<file path="config.mk">
export PLATFORM = sky130hd
export DESIGN_NAME = invsqrt_nr
export DESIGN_NICKNAME = d
export VERILOG_FILES = /design/src/rtl/invsqrt_pkg.sv /design/src/rtl/invsqrt_seed_rom.sv /design/src/rtl/invsqrt_nr.sv
export SDC_FILE = /design/constraint.sdc
export NUM_CORES = 2
export LEC_CHECK = 0
export CAP_MARGIN = 10
export CORE_MARGIN = 1
export CORE_UTILIZATION = 60
export CTS_BUF_LIST = sky130_fd_sc_hd__clkbuf_4 sky130_fd_sc_hd__clkbuf_8
export CTS_CLUSTER_DIAMETER = 60
export DETAILED_ROUTE_END_ITERATION = 8
export PLACE_DENSITY = 0.73
export SLEW_MARGIN = 10
export SYNTH_ARGS = -nofsm -noshare
export SYNTH_HDL_FRONTEND = slang
export SYNTH_SLANG_ARGS = --single-unit
</file>
<file path="constraint.sdc">
create_clock -name clk -period 20.8 [get_ports clk]
set_input_delay 3.12 -clock clk [delete_from_list [all_inputs] [get_ports clk]]
set_output_delay 3.12 -clock clk [all_outputs]
set_load 0.01 [all_outputs]
</file>
<file path="src/rtl/invsqrt_pkg.sv">
// Shared types, constants and seed-table generator for the binary32 inverse square root core.
package invsqrt_pkg;

    typedef struct packed {
        logic        sign;
        logic [7:0]  exp;
        logic [22:0] frac;
    } fp32_t;

    typedef enum logic [2:0] {
        IDLE   = 3'd0,
        UNPACK = 3'd1,
        SEED   = 3'd2,
        ITER   = 3'd3,
        PACK   = 3'd4,
        DONE   = 3'd5
    } state_t;

    localparam logic [31:0] FP32_QNAN = 32'h7FC0_0000;
    localparam logic [31:0] FP32_PINF = 32'h7F80_0000;
    localparam logic [31:0] FP32_NINF = 32'hFF80_0000;
    localparam int          BIAS      = 127;

    // Q1.frac_w estimate of 1/sqrt(m) at the midpoint of the LUT bucket; the MSB of idx
    // selects the odd-exponent range m' in [2,4). 16-bit bisection is ample for a seed.
    function automatic logic [63:0] seed_value(input int idx, input int seed_bits, input int frac_w);
        longint unsigned num, bound, lo, hi, mid;
        num   = (longint'(1) << seed_bits) + longint'(2 * (idx % (1 << (seed_bits - 1))) + 1);
        if ((idx >> (seed_bits - 1)) != 0) num = num * 2;
        bound = longint'(1) << (32 + seed_bits);
        lo    = 0;
        hi    = longint'(1) << 16;
        for (int i = 0; i < 20; i++) begin
            if (hi - lo > 1) begin
                mid = (lo + hi) / 2;
                if (mid * mid * num <= bound) lo = mid;
                else hi = mid;
            end
        end
        return 64'(lo << (frac_w - 16));
    endfunction

endpackage

</file>
<file path="src/rtl/invsqrt_seed_rom.sv">
// Combinational seed table for the Newton iteration, built from seed_value at elaboration.
module invsqrt_seed_rom
    import invsqrt_pkg::*;
#(
    parameter int SEED_BITS = 6,
    parameter int FRAC_W    = 30
) (
    input  logic [SEED_BITS-1:0] idx,
    output logic [FRAC_W:0]      seed
);

    logic [FRAC_W:0] lut [2**SEED_BITS];

    for (genvar i = 0; i < 2**SEED_BITS; i++) begin : g_lut
        localparam logic [63:0] V = seed_value(i, SEED_BITS, FRAC_W);
        assign lut[i] = V[FRAC_W:0];
    end

    assign seed = lut[idx];

endmodule

</file>
<file path="src/rtl/invsqrt_nr.sv">
// Iterative binary32 1/sqrt(x): seed LUT plus ITERATIONS Newton steps on one shared multiplier.
// Define INVSQRT_DENORM_EN to normalise subnormal inputs instead of flushing them to zero.
module invsqrt_nr
    import invsqrt_pkg::*;
#(
    parameter int ITERATIONS = 2,
    parameter int FRAC_W     = 30,
    parameter int SEED_BITS  = 6
) (
    input  logic        clk,
    input  logic        rst,
    input  logic        start,
    input  logic [31:0] float_in,
    output logic [31:0] float_out,
    output logic        ready,
    output logic        busy,
    output logic [1:0]  flags
);

    localparam int W  = FRAC_W + 2;
    localparam int IW = (ITERATIONS > 1) ? $clog2(ITERATIONS) : 1;
    localparam logic [W-1:0]      THREE    = {2'b11, {FRAC_W{1'b0}}};
    localparam logic [FRAC_W-1:0] LOW_MASK = {23'd0, {(FRAC_W - 23){1'b1}}};
    localparam logic [FRAC_W-1:0] HALF     = LOW_MASK ^ (LOW_MASK >> 1);

    state_t              state_q, state_d;
    fp32_t               op_q, op_d;
    logic [1:0]          phase_q, phase_d;
    logic [IW-1:0]       iter_q, iter_d;
    logic [W-1:0]        m_q, m_d, y_q, y_d, tmp_q, tmp_d;
    logic signed [9:0]   k_q, k_d;
    logic [SEED_BITS-1:0] idx_q, idx_d;
    logic [31:0]         res_q, res_d;
    logic                ready_q, ready_d, spec_q, spec_d;
    logic [1:0]          flags_q, flags_d;
`ifdef INVSQRT_DENORM_EN
    logic                norm_q, norm_d;
    logic signed [9:0]   esub_q, esub_d;
    logic [23:0]         sub_v, sub_sh;
    logic [4:0]          lz;
`endif

    logic [FRAC_W:0]     seed;
    logic [W-1:0]        mul_a, mul_b, tsh, ysh;
    logic [2*W-1:0]      prod;
    logic [FRAC_W-1:0]   r, rem;
    logic [23:0]         mant;
    logic [7:0]          ex;
    logic                rnd, zero;
    logic signed [9:0]   e_in;
    logic [31:0]         pack_res;

    invsqrt_seed_rom #(.SEED_BITS(SEED_BITS), .FRAC_W(FRAC_W)) u_rom (.idx(idx_q), .seed(seed));

    // t = y*y, u = 3 - m'*t, y = y*u/2 all share this product
    always_comb begin
        unique case (phase_q)
            2'd0:    begin mul_a = y_q; mul_b = y_q;   end
            2'd1:    begin mul_a = m_q; mul_b = tmp_q; end
            default: begin mul_a = y_q; mul_b = tmp_q; end
        endcase
        prod = {{W{1'b0}}, mul_a} * {{W{1'b0}}, mul_b};
        tsh  = W'(prod >> FRAC_W);
        ysh  = W'(prod >> (FRAC_W + 1));
    end

    // r sits in (0.5,1]; the hidden bit is dropped from r, a rounding carry bumps the exponent
    always_comb begin
        r        = '0;
        rem      = '0;
        rnd      = 1'b0;
        mant     = '0;
        ex       = 8'(BIAS - int'(k_q));
        pack_res = {1'b0, ex, 23'd0};
        if (!y_q[FRAC_W]) begin
            if (y_q[FRAC_W-1]) begin
                r  = {y_q[FRAC_W-2:0], 1'b0};
                ex = 8'(BIAS - 1 - int'(k_q));
            end else begin
                r  = {y_q[FRAC_W-3:0], 2'b00};
                ex = 8'(BIAS - 2 - int'(k_q));
            end
            rem      = r & LOW_MASK;
            rnd      = (rem > HALF) || ((rem == HALF) && r[FRAC_W-23]);
            mant     = {1'b0, r[FRAC_W-1 -: 23]} + {23'd0, rnd};
            pack_res = mant[23] ? {1'b0, ex + 8'd1, 23'd0} : {1'b0, ex, mant[22:0]};
        end
    end

    always_comb begin
        state_d = state_q;
        op_d    = op_q;
        phase_d = phase_q;
        iter_d  = iter_q;
        m_d     = m_q;
        y_d     = y_q;
        tmp_d   = tmp_q;
        k_d     = k_q;
        idx_d   = idx_q;
        res_d   = res_q;
        ready_d = ready_q;
        spec_d  = spec_q;
        flags_d = flags_q;
`ifdef INVSQRT_DENORM_EN
        norm_d  = norm_q;
        esub_d  = esub_q;
        sub_v   = {1'b0, op_q.frac};
        lz      = 5'd0;
        for (int i = 0; i < 24; i++) if (sub_v[i]) lz = 5'(23 - i);
        sub_sh  = sub_v << lz;
        zero    = (op_q.exp == 8'd0) && (op_q.frac == 23'd0) && !norm_q;
        e_in    = norm_q ? esub_q : $signed({2'b00, op_q.exp}) - 10'sd127;
`else
        zero    = (op_q.exp == 8'd0);
        e_in    = $signed({2'b00, op_q.exp}) - 10'sd127;
`endif
        unique case (state_q)
            IDLE, DONE: if (start) begin
                op_d    = float_in;
                ready_d = 1'b0;
                flags_d = 2'b00;
                state_d = UNPACK;
`ifdef INVSQRT_DENORM_EN
                norm_d  = 1'b0;
`endif
            end
            UNPACK: begin
                state_d = PACK;
                spec_d  = 1'b1;
                if (op_q.exp == 8'hFF) begin
                    res_d   = (op_q.frac != 23'd0 || op_q.sign) ? FP32_QNAN : 32'd0;
                    flags_d = {(op_q.frac != 23'd0) ? ~op_q.frac[22] : op_q.sign, 1'b0};
                end else if (zero) begin
                    res_d   = op_q.sign ? FP32_NINF : FP32_PINF;
                    flags_d = 2'b01;
                end else if (op_q.sign) begin
                    res_d   = FP32_QNAN;
                    flags_d = 2'b10;
`ifdef INVSQRT_DENORM_EN
                end else if (op_q.exp == 8'd0 && !norm_q) begin
                    // subnormal: renormalise now, classify again next cycle
                    state_d   = UNPACK;
                    spec_d    = 1'b0;
                    norm_d    = 1'b1;
                    op_d.frac = sub_sh[22:0];
                    esub_d    = -10'sd126 - $signed({5'd0, lz});
`endif
                end else begin
                    spec_d  = 1'b0;
                    state_d = SEED;
                    k_d     = {e_in[9], e_in[9:1]};
                    m_d     = e_in[0] ? {1'b1, op_q.frac, {(FRAC_W - 22){1'b0}}}
                                      : {2'b01, op_q.frac, {(FRAC_W - 23){1'b0}}};
                    idx_d   = {e_in[0], op_q.frac[22 -: SEED_BITS-1]};
                end
            end
            SEED: begin
                y_d     = {1'b0, seed};
                phase_d = 2'd0;
                iter_d  = '0;
                state_d = ITER;
            end
            ITER: begin
                unique case (phase_q)
                    2'd0: begin tmp_d = tsh;         phase_d = 2'd1; end
                    2'd1: begin tmp_d = THREE - tsh; phase_d = 2'd2; end
                    default: begin
                        y_d     = ysh;
                        phase_d = 2'd0;
                        if (iter_q == IW'(ITERATIONS - 1)) state_d = PACK;
                        else iter_d = iter_q + 1'b1;
                    end
                endcase
            end
            PACK: begin
                if (!spec_q) res_d = pack_res;
                ready_d = 1'b1;
                state_d = DONE;
            end
            default: state_d = IDLE;
        endcase
    end

    always_ff @(posedge clk or posedge rst) begin
        if (rst) begin
            state_q <= IDLE;
            op_q    <= '0;
            phase_q <= '0;
            iter_q  <= '0;
            m_q     <= '0;
            y_q     <= '0;
            tmp_q   <= '0;
            k_q     <= '0;
            idx_q   <= '0;
            res_q   <= '0;
            ready_q <= 1'b0;
            spec_q  <= 1'b0;
            flags_q <= 2'b00;
`ifdef INVSQRT_DENORM_EN
            norm_q  <= 1'b0;
            esub_q  <= '0;
`endif
        end else begin
            state_q <= state_d;
            op_q    <= op_d;
            phase_q <= phase_d;
            iter_q  <= iter_d;
            m_q     <= m_d;
            y_q     <= y_d;
            tmp_q   <= tmp_d;
            k_q     <= k_d;
            idx_q   <= idx_d;
            res_q   <= res_d;
            ready_q <= ready_d;
            spec_q  <= spec_d;
            flags_q <= flags_d;
`ifdef INVSQRT_DENORM_EN
            norm_q  <= norm_d;
            esub_q  <= esub_d;
`endif
        end
    end

    assign float_out = res_q;
    assign ready     = ready_q;
    assign flags     = flags_q;
    assign busy      = (state_q != IDLE) && (state_q != DONE);

endmodule

</file>
==> reports/results.tsv <==
stage	metric	value	unit
status	status	completed	
yosys	synth_top_family_by_area	adder cells	
yosys	ys_seq_elements	176	
final_layout	diodes	0	
detailed_routing	drc	0	
timing	drv_slew	0	
detailed_routing	drtPass1Iterations	6	
detailed_routing	dr_total_vias	36800	
yosys	avgSynthCellArea	8.52	um2
yosys	yosysWarningCount	0	
global_routing	grt_pass1_vias	37900	
worst_hold_path	hold_class	flip-flop to flip-flop	
die	fp.coreArea	71900	um2
worst_setup_path	critPathCaptureType	flip-flop	
die	die_w	272	um
timing	clock.fmax	84.9	MHz
yosys	synthAdderAreaFrac	48.7	%
timing	rsz0062_at_grt	no	
final_layout	final_cells	6000	
clock_network	htreeDepth	4	
timing	finalHoldViolCount	0	
place	dpl.hpwl	114000	um
detailed_routing	detail_route.wirelength	147000	um
yosys	ys_seq_area_share	10.0	%
die	start_util	61.0	%
yosys	synth_area_leaders	fa_1 (41%), dfrtp_1 (10%), ha_1 (7.9%)	
yosys	synth.largest_area_cell	fa_1	
timing	worst_pin_slew	1.17	ns
final_layout	layout-drive-gt1-share	5.54	%
worst_setup_path	worstSetupPathType	flip-flop to flip-flop	
final_layout	final_area	45900	um2
yosys	synthXorXnorAreaFrac	1.82	%
detailed_routing	drtIter0Drc	3729	
place	place_congestion	1.09	
timing	max-slew-margin-rel	22.2	%
yosys	synthFlopType	dfrtp_1	
die	die_y	272	um
worst_setup_path	crit_buf_inv	5	
worst_setup_path	worst_path_most_repeated_cell	fa_1	
clock_network	cts_made_buffers	17	
clock_network	clk_pin_slew	0.11	ns
timing	fin_setup_tns	0	ns
place	placed_area	45600	um2
clock_network	tritoncts	yes	
yosys	synth_edf_count	0	
worst_setup_path	max_stage_delay	0.80	ns
die	dieArea	74100	um2
worst_setup_path	cp_data_arrival_time	12.12	ns
detailed_routing	vias_per_cell	6.13	
worst_setup_path	critPathTopFamily	adder cells	
timing	period_share	56.6	%
yosys	yosysTopAreaCellShare	40.8	%
yosys	synthesis.area	43800	um2
clock_network	clkLatencyLatePin	0.48	ns
run	maxCapViolCount	0	
global_routing	grtUsageTotal	40.9	%
final_layout	mostFrequentLayoutCell	inv_1	
yosys	synth-simple-area-share	16.3	%
final_layout	syn_to_final_growth	4.79	%
timing	fin_skew	0.0254	ns
place	io_buffers	70	
yosys	synth-compound-area-share	8.82	%
worst_setup_path	cp.required	21.14	ns
yosys	async_flop_share	100	%
worst_setup_path	critPathLaunchType	flip-flop	
clock_network	clk_path_buf_depth	2	
detailed_routing	antenna_left	0	
clock_network	ctsHoldBuffers	0	
yosys	synth_fp_nets	6348	
final_layout	mostFrequentLayoutCells	inv_1 (898), fa_1 (894), nand2_1 (811), nor2_1 (662), ha_1 (277)	
place	dp.cells	5969	
yosys	muxShareOfSynthArea	3.95	%
clock_network	clockRootBuffer	clkbuf_8	
yosys	synth_cell_types	79	
final_layout	fillers	6240	
die	rows	98	
global_routing	grt_overflow	0	
clock_network	cts.sinks	176	
timing	period_minus_slack	11.78	ns
global_routing	grt_antenna_before_repair	4	
die	io_pins	71	
worst_setup_path	crit_fanout	37	
final_layout	nets	6244	
timing	setup_viol	0	
global_routing	grt_pass1_wl	226000	um
yosys	syn_inst	5142	
clock_network	postCtsResizedCells	0	
worst_setup_path	crit_slowest_cell	a21o_1	
global_routing	grt_start_max_net_pins	108	
clock_network	cts_setup_buffers	0	
detailed_routing	wl_per_cell	24.4	um
-- per-layer routing --
| layer | vias up | track usage [%] | routed length (um) |
|---|---|---|---|
| li1 | 15700 | - | - |
| met1 | 18700 | 52.4 | 54000 |
| met2 | 1966 | 64.7 | 67000 |
| met3 | 465 | 8.54 | 15400 |
| met4 | 6 | 23.2 | 10200 |
| met5 | - | 0 | 43 |
-- cells in the mapped netlist (8+ instances only) --
cell type	number
nor3_1	38
a21oi_1	174
nand4_1	33
nand3_1	36
ha_1	277
nor4_1	12
and4_1	13
xor2_1	31
buf_1	14
fa_1	894
a31oi_1	15
nor2_1	664
and2_1	27
nand2b_1	9
dfrtp_1	176
or2_2	11
xnor2_1	60
mux2_2	70
and3_1	21
o21a_1	11
inv_1	899
a22o_1	8
o21ai_0	206
mux2i_1	85
o31ai_1	26
o21ai_1	10
o311ai_0	8
or3_1	14
a211oi_1	28
nand2_1	811
o211ai_1	21
clkbuf_1	276
a21o_1	23
nor2b_1	16
o41ai_1	8
-- worst min-delay path, cell delays in order, from the launching register on --
cell and delay [ns]:
dfrtp_1 0.35, nand2_1 0.05, o21ai_0 0.06
-- cell type report --
class | instances | area (um2) | area share, %
clock inverters | 14 | 125 | 0.272
inverters | 900 | 3380 | 7.37
multi-input cells | 3771 | 35100 | 76.5
well taps | 950 | 1190 | 2.59
repair buffers | 172 | 1470 | 3.19
clock buffers | 17 | 234 | 0.509
flip-flops and latches | 176 | 4410 | 9.59
-- logic make-up after synthesis --
family | count (synthesis)
AND/OR/NAND/NOR | 1733
AO/OA/AOI/OAI | 617
flip-flops | 176
multiplexers | 159
buffers and inverters | 1195
adder cells (fa/ha/maj) | 1171
XOR/XNOR | 91
-- path summary, 6_finish.rpt --
path                       slack, ns            end          start  cells after the start
hold / removal                  0.49  float_out[22]  float_out[22]                      2
min in group asynchronous       3.18       op_q[28]            rst                      2
hold reg to reg                 0.49  float_out[22]  float_out[22]                      2
setup / recovery                9.02      tmp_q[30]     phase_q[1]                     31
max in group asynchronous      16.01        y_q[29]            rst                      3
setup reg to reg                9.02      tmp_q[30]     phase_q[1]                     31
-- stage by stage --
step	hold WS (ns)	utilization (%)	setup WS, ns
final	0.489	63.9	9.02
after global routing	0.523	63.9	8.47
after CTS	0.492	63.9	9.30
after detailed placement	0.469	63.4	9.38
after global placement	0.462	63.4	9.55
after floorplan	0.452	-	11.05
-- flip-flops by register name (all words and copies together), names as in the netlist --
| name | cells |
|---|---|
| flags | 2 |
| float_out | 32 |
| idx_q | 5 |
| iter_q | 1 |
| k_q | 8 |
| m_q | 25 |
| op_q | 32 |
| phase_q | 2 |
| ready | 1 |
| spec_q | 1 |
| state_q | 3 |
| tmp_q | 32 |
| y_q | 32 |
Power is not shown: default switching activity piles up to over one toggle a cycle in this logic, so the estimate is an artifact.
